<file path="src/rtl/bp_fpga_host_uart_rx.sv">
// UART receiver feeding the FPGA host's NBF byte assembler.
// Serial bits arrive on rx_i and pass through a 2-flop synchronizer.
// A mid-bit sampling FSM then rebuilds each frame.
// A good word goes into a 1-entry output register with a v/yumi handshake.
// A bad word is dropped, and its failure is reported as a 1-cycle strobe.
//
// Ports:
//   clk_i         system clock
//   reset_n_i     synchronous reset, active low
//   rx_i          asynchronous serial input, idle high
//   data_o        received word, LSB = first bit on the wire
//   v_o           data_o valid
//   yumi_i        consumer takes data_o (only while v_o=1)
//   parity_err_o  pulse: parity mismatch, word dropped
//   frame_err_o   pulse: stop bit sampled low, word dropped
//   overrun_o     pulse: good word arrived while buffer full, new word dropped
module bp_fpga_host_uart_rx #(
   parameter int unsigned clk_per_bit_p = 10416,
   parameter int unsigned data_bits_p   = 8,
   parameter int unsigned parity_bit_p  = 0,
   parameter int unsigned parity_odd_p  = 0,
   parameter int unsigned stop_bits_p   = 1
) (
   input  logic                   clk_i,
   input  logic                   reset_n_i,
   input  logic                   rx_i,
   output logic [data_bits_p-1:0] data_o,
   output logic                   v_o,
   input  logic                   yumi_i,
   output logic                   parity_err_o,
   output logic                   frame_err_o,
   output logic                   overrun_o
);

   localparam int unsigned CntW   = $clog2(clk_per_bit_p);
   localparam int unsigned IdxMax = (data_bits_p > stop_bits_p) ? data_bits_p : stop_bits_p;
   localparam int unsigned IdxW   = $clog2(IdxMax);

   localparam logic [CntW-1:0] CntMax   = CntW'(clk_per_bit_p - 1);
   localparam logic [CntW-1:0] CntHalf  = CntW'(clk_per_bit_p / 2 - 1);
   localparam logic [IdxW-1:0] DataLast = IdxW'(data_bits_p - 1);
   localparam logic [IdxW-1:0] StopLast = IdxW'(stop_bits_p - 1);
   localparam logic            ParOdd   = (parity_odd_p != 0);
   localparam bit              HasPar   = (parity_bit_p != 0);

   typedef enum logic [2:0] {
      StIdle, StStart, StData, StParity, StStop, StBreak, StDone
   } state_e;

   state_e                 state_q, state_d;
   logic                   rx_meta_q, rx_s_q;
   logic [CntW-1:0]        cnt_q, cnt_d;
   logic [IdxW-1:0]        idx_q, idx_d;
   logic [data_bits_p-1:0] shift_q, shift_d;
   logic                   par_ok_q, par_ok_d;
   logic [data_bits_p-1:0] data_q, data_d;
   logic                   v_q, v_d;
   logic                   perr_q, perr_d;
   logic                   ferr_q, ferr_d;
   logic                   ovr_q, ovr_d;

   always_ff @(posedge clk_i) begin
      if (!reset_n_i) begin
         // Sync flops preset to the idle level so reset never looks like a start bit.
         rx_meta_q <= 1'b1;
         rx_s_q    <= 1'b1;
         state_q   <= StIdle;
         cnt_q     <= '0;
         idx_q     <= '0;
         shift_q   <= '0;
         par_ok_q  <= 1'b1;
         data_q    <= '0;
         v_q       <= 1'b0;
         perr_q    <= 1'b0;
         ferr_q    <= 1'b0;
         ovr_q     <= 1'b0;
      end else begin
         rx_meta_q <= rx_i;
         rx_s_q    <= rx_meta_q;
         state_q   <= state_d;
         cnt_q     <= cnt_d;
         idx_q     <= idx_d;
         shift_q   <= shift_d;
         par_ok_q  <= par_ok_d;
         data_q    <= data_d;
         v_q       <= v_d;
         perr_q    <= perr_d;
         ferr_q    <= ferr_d;
         ovr_q     <= ovr_d;
      end
   end

   always_comb begin
      state_d  = state_q;
      cnt_d    = cnt_q;
      idx_d    = idx_q;
      shift_d  = shift_q;
      par_ok_d = par_ok_q;
      data_d   = data_q;
      v_d      = v_q & ~yumi_i;
      perr_d   = 1'b0;
      ferr_d   = 1'b0;
      ovr_d    = 1'b0;

      unique case (state_q)
         StIdle: begin
            cnt_d = '0;
            if (!rx_s_q) state_d = StStart;
         end
         StStart: begin
            if (cnt_q == CntHalf) begin
               cnt_d = '0;
               idx_d = '0;
               // A start bit that is gone by mid-bit was a glitch.
               state_d = rx_s_q ? StIdle : StData;
            end else begin
               cnt_d = cnt_q + 1'b1;
            end
         end
         StData: begin
            if (cnt_q == CntMax) begin
               cnt_d          = '0;
               shift_d[idx_q] = rx_s_q;
               idx_d          = idx_q + 1'b1;
               if (idx_q == DataLast) begin
                  idx_d    = '0;
                  par_ok_d = 1'b1;
                  state_d  = HasPar ? StParity : StStop;
               end
            end else begin
               cnt_d = cnt_q + 1'b1;
            end
         end
         StParity: begin
            if (cnt_q == CntMax) begin
               cnt_d    = '0;
               idx_d    = '0;
               par_ok_d = ((^shift_q) ^ rx_s_q) == ParOdd;
               state_d  = StStop;
            end else begin
               cnt_d = cnt_q + 1'b1;
            end
         end
         StStop: begin
            if (cnt_q == CntMax) begin
               cnt_d = '0;
               if (!rx_s_q) begin
                  ferr_d  = 1'b1;
                  state_d = StBreak;
               end else if (idx_q == StopLast) begin
                  state_d = StDone;
               end else begin
                  idx_d = idx_q + 1'b1;
               end
            end else begin
               cnt_d = cnt_q + 1'b1;
            end
         end
         StBreak: begin
            if (rx_s_q) state_d = StIdle;
         end
         StDone: begin
            state_d = StIdle;
            if (!par_ok_q) begin
               perr_d = 1'b1;
            end else if (v_q && !yumi_i) begin
               ovr_d = 1'b1;
            end else begin
               // A same-cycle yumi frees the slot, so the new word replaces the old one.
               data_d = shift_q;
               v_d    = 1'b1;
            end
         end
         default: state_d = StIdle;
      endcase
   end

   assign data_o       = data_q;
   assign v_o          = v_q;
   assign parity_err_o = perr_q;
   assign frame_err_o  = ferr_q;
   assign overrun_o    = ovr_q;

   yumi_legal_a: assert property (@(posedge clk_i) disable iff (!reset_n_i) yumi_i |-> v_q);

endmodule

</file>
<file path="config.mk">
export PLATFORM = sky130hd
export DESIGN_NAME = bp_fpga_host_uart_rx
export DESIGN_NICKNAME = d
export VERILOG_FILES = /design/src/rtl/bp_fpga_host_uart_rx.sv
export SDC_FILE = /design/constraint.sdc
export NUM_CORES = 1
export LEC_CHECK = 0
export ABC_AREA = 1
export CAP_MARGIN = 0
export CORE_MARGIN = 2
export CORE_UTILIZATION = 58
export CTS_BUF_LIST = sky130_fd_sc_hd__clkbuf_16
export DETAILED_ROUTE_END_ITERATION = 16
export GPL_TIMING_DRIVEN = 0
export PLACE_DENSITY = 0.82
export RECOVER_POWER = 25
export SYNTH_ARGS = -nofsm -noshare
export SYNTH_HDL_FRONTEND = slang
export SYNTH_SLANG_ARGS = --single-unit
export TNS_END_PERCENT = 20
</file>
<file path="constraint.sdc">
create_clock -name clk_i -period 2 [get_ports clk_i]
set_input_delay 0.3 -clock clk_i [delete_from_list [all_inputs] [get_ports clk_i]]
set_output_delay 0.3 -clock clk_i [all_outputs]
set_load 0.02 [all_outputs]
</file>
Word level (Yosys, flattened, before mapping)
Cells that the tools add are included.
Widths: inputs -> output; s select.
{"block": "word_totals", "regBits": 43, "out_inout_bits": 12}
{"block": "op_classes", "n_addsub": 2, "magnitude_cmp": 2, "eq_ne": 19, "mux": 35, "bitwise_logic": 5, "reduce_logical": 18}
{"op": "$mux 3", "n": 16}
{"op": "$pmux 14 s3", "n": 1}
{"op": "$mux 14", "n": 2}
{"op": "$ne 2x2->1 const B", "n": 9}
{"op": "$pmux 3 s6", "n": 1}
{"op": "$add 14x1->14 const B", "n": 1}
{"op": "$eq 14x13->1 const B", "n": 1}
{"op": "$eq 14x14->1 const B", "n": 1}
{"op": "$eq 3x3->1 const B", "n": 4}
{"op": "$pmux 3 s4", "n": 1}
{"op": "$mux 1", "n": 10}
{"op": "$reduce_and 3->1", "n": 3}
{"op": "$bwmux 8", "n": 1}
{"op": "$reduce_and 8->1", "n": 1}
{"op": "$reduce_xor 8->1", "n": 1}
{"op": "$reduce_and 7->1", "n": 1}
{"op": "$eq 3x2->1 const B", "n": 2}
{"op": "$logic_not 3->1", "n": 2}
{"op": "$lt 3x4->1 const B", "n": 1}
{"op": "$reduce_and 2->1", "n": 2}
{"op": "$reduce_and 4->1", "n": 1}
{"op": "$reduce_bool 4->1", "n": 1}
{"op": "$add 3x1->3 const B", "n": 1}
{"op": "$demux 1 s3", "n": 1}
{"op": "13 further kinds", "n": 16}

Depth between registers and ports, before layout
{"block": "logic_depth", "ltp_word": 5, "depth_mapped": 12}

Worst setup path after synthesis
OpenSTA, ideal clock, no wires.
{"block": "synth_timing", "path_kind": "register to register", "from": "reg idx_q[0]", "to": "reg idx_q[0]", "arrival_time_ns": 1.488, "setup_slack_ns": 0.448, "path_stages_with_launch": 10, "period_less_slack_ns": 1.552, "cell_sequence": "dfxtp_1 > clkinv_1 > ha_1 > a21oi_1 > nor2_1 > nor2_1 > nand3_1 > nand2_1 > inv_1 > nor2_1"}
{"block": "synth_between", "elab_chain_cells": 5, "elab_cells_between_ends": 11, "classes_between": "add/sub: 1; eq/ne: 2; mux: 6; reduce/logical: 2"}
{"element": "from (decl)", "line": "53", "rtl": "logic [IdxW-1:0] idx_q, idx_d;"}
{"element": "from (signal assigned)", "line": "82", "rtl": "idx_q <= idx_d;"}
{"element": "$add 3x1->3", "line": "124, 153"}
{"element": "$mux 3", "line": "150", "rtl": "end else if (idx_q == StopLast) begin"}
{"element": "$mux 3", "line": "147", "rtl": "if (!rx_s_q) begin"}
{"element": "$mux 3", "line": "145", "rtl": "if (cnt_q == CntMax) begin"}
{"element": "$pmux 3 s4", "line": "105", "rtl": "unique case (state_q)"}
Parallel ways exist; a longest one is shown, timed or not. The select of a mux whose other input is x is not followed.
A chain may end at the register's enable or synchronous reset.

Worst setup path in the final report
{"block": "layout_timing", "from": "reg idx_q[0]", "to": "reg idx_q[2]"}
Same word-level chain as after synthesis.

==> results.md <==
* Status: finished clean
* Post-synthesis sequential area ratio at 36.0%
* Total negative slack for setup checks at 0 ns
* Post-synthesis simple-gate area fraction at 41.0%
* Maximum VDD drop at between 900 and 1000 uV
* Top-count cell post-synth: nand2_1
* Synth area leaders: dfxtp_1 36%, nand2_1 16%, nor2_1 10%
* Global-route wire length before repair at 8990 um
* Clk_lat worst skew at roughly 0.28 ns
* FFs w/ async S/R, synth at 0%
* Synth Area per Inst at 6.40 um^2
* GRT Total Usage at 25.7%
* Critical-path maximum fanout at 8
* Root buf cell: clkbuf_16
* Syn Nets at approximately 380
* RD Place Congestion at 0.891
* Largest net degree at the start of global routing at 14
* # H-tree levels at 2
* Hold-fix buffers, CTS at 0
* Slack of the critical path at approximately 0.20 ns
* DR vias/cell at around 5.3
* Layout cells sized above 1 at 8.08%
* MaxCap Viol Count at 0
* GRT overflow at 0
* Post-DP HPWL at 3940 um
* Nature of the critical path startpoint: register
* RSZ-0062 raised after global routing: false
* Number of port buffers at 15
* # rows at 23
* Most frequent cells after synthesis: 99 x nand2_1, 64 x nor2_1, 43 x dfxtp_1, 43 x inv_1, 28 x nand3_1
* Clock Path Buffers at 2
* Synth area leader: dfxtp_1
* Flops & latches, synth at 43
* Warnings, synthesis at 0
* FMAX at 556 MHz
* Ports at 16
* Multiplexer share of the synthesized area at 0%
* Mapped cell area at 2390 um^2
* Skew final at 0.00268 ns
* Die area at 4650 um^2
* Leakage at around 0.0012 uW
* Reg2reg start: idx_q[0]
* Xor/xnor cell area share of the yosys netlist at ~2.6%
* CTS Buf Count at 5
* Final ANT Viol Nets at 0
* Final setup viols at 0
* Initial core utilization at 60.1%
* First-pass DRT Iterations at 5
* Initial DRC Count at ~200
* Pwr Density at 1140 nW/um^2
* Crit path capture type: register
* Post-CTS Setup Bufs at 0
* Vias at 2379
* Routed WL at 5420 um
* Core area at 3970 um^2
* Final Slew Violations at 0
* Worst Reg-to-Reg Cells at 9
* Main combinational cell family by area after synthesis: simple AND/OR/NAND/NOR gates
* Routed WL per cell at approximately 12 um
* Worst Path Arrival at 2.02 ns
* WHS at 0.440 ns
* Worst hold path type: reg2reg
* Cell variety after synth at 27
* Relative slew slack at ~64%
* Fin crit share at 90.0%
* Ys flop type: dfxtp_1
* Die X-Extent at 68.2 um
* Final Hold Viols at 0
* Antenna violations before repair at 0
* Die H at between 60 and 70 um
* Syn Inst Count at 373
* Post-Synth Adder-Cell Area at 2.10%
* CP startpoint: idx_q[0]
* WP data required at between 2 and 2.5 ns
* Hold wc startpoint: rx_meta_q
* CTS sink cnt at 43
* # DRC at 0
* Dpl ws at 0.149 ns
* Number of global-route vias before repair at between 1.5k and 2k
* Diodes inserted at 0
* Nets at 403
* Min Tclk post-route at around 1.8 ns
* Post-synth top area share at 36.0%
* Crit Path Class: reg2reg
* Post-synth EDFFs at 0
* Measured slew at the worst slew-check pin at around 0.53 ns
* Synth Area in Compound Gates at 9.11%
* Clk slew on worst S/H paths at 0.06 ns
* Hold path cells at 1
* TritonCTS clock tree: done
* Synthesis-to-finish area growth at 15.1%
-- final cells by class --
type                    instances  area (um^2)
plain buffers                   7         36.3
repair buffers                 15          150
fillers                       357         1220
clock inverters                 3         16.3
inverters                      49          188
well taps                      50         62.6
multi-input cells             274         1310
clock buffers                   5          125
flip-flops and latches         43          861
-- kinds of logic (layout without fill, tap and decap cells) --
kind of cell,count (synthesis),after routing
flip-flops,43,43
AND/OR/NAND/NOR,221,221
AO/OA/AOI/OAI,42,42
XOR/XNOR,7,7
buffers and inverters,56,79
adder cells (fa/ha/maj),4,4
-- critical path: stages, from the launching register on --
cell and delay [ns]:
dfxtp_1 0.46, clkinvlp_4 0.23, ha_1 0.24, a21oi_1 0.19
nor2_1 0.07, nor2_2 0.19, nand3_1 0.16, nand2_1 0.09
inv_1 0.04, nor2_1 0.09
-- flip-flops by register name, indices dropped and copies added (netlist names) --
signal,flops
parity_err_o,1
frame_err_o,1
overrun_o,1
data_o,8
rx_meta_q,1
shift_q,8
state_q,3
cnt_q,14
v_o,1
rx_s_q,1
par_ok_q,1
idx_q,3
-- path summary, 6_finish.rpt --
path | endpoint | slack, ns
max | idx_q[2] | 0.20
min | rx_s_q | 0.44
max reg2reg | idx_q[2] | 0.20
min reg2reg | rx_s_q | 0.44
-- power breakdown --
part / leakage [uW] / total [uW] / switching, uW / internal (uW)
combinational: 0.000801 / 1280 / 871 / 410
sequential: 0.000348 / 1070 / 122 / 949
clock: 0.0000710 / 783 / 328 / 455
-- stage by stage --
stage          std cells  area [um^2]  utilization, %  power [uW]
2_1_floorplan        373         2390               -        2040
3_3_place_gp         438         2600            65.5        2280
3_5_place_dp         438         2600            65.5        2330
4_1_cts              446         2740            69.1        3110
5_1_grt              446         2750            69.2        3380
6_report             446         2750            69.2        3140
-- per-layer routing --
layer	up-vias	track usage, %	wire [um]
met5	-	0	0
met4	0	8.00	80
met3	9	5.43	334
met2	81	39.3	2360
met1	1061	36.1	2650
li1	1228	-	-
-- cells in the final DEF, fill, tap and decap left out --
cell type	Yosys	final
clkdlybuf4s50_1	0	7
dlygate4sd3_1	0	8
buf_2	2	2
inv_1	43	44
buf_4	2	2
o21ai_0	17	17
a21oi_1	21	21
xnor2_1	4	4
or2_2	3	3
clkbuf_16	0	5
nor3_1	5	5
nand3_1	28	28
clkinvlp_4	0	2
nand4_1	11	11
xor2_1	3	3
nand2_2	2	2
nand3_2	4	4
nand2_4	1	1
inv_2	5	5
clkinv_2	0	1
nor3_4	1	1
o211ai_1	3	3
ha_1	4	4
nor2_1	64	63
dfxtp_1	43	43
nor2_2	1	2
o21ai_1	1	1
nand2_1	99	99
nand3_4	1	1
nor3_2	1	1
clkbuf_1	3	3
-- repair_timing --
action                                  CTS  global route
resized for setup                         0             2
hold endpoints to repair                  0             0
endpoints found under the setup margin    0             3
Note: power is estimated with default switching activity, not from simulation.
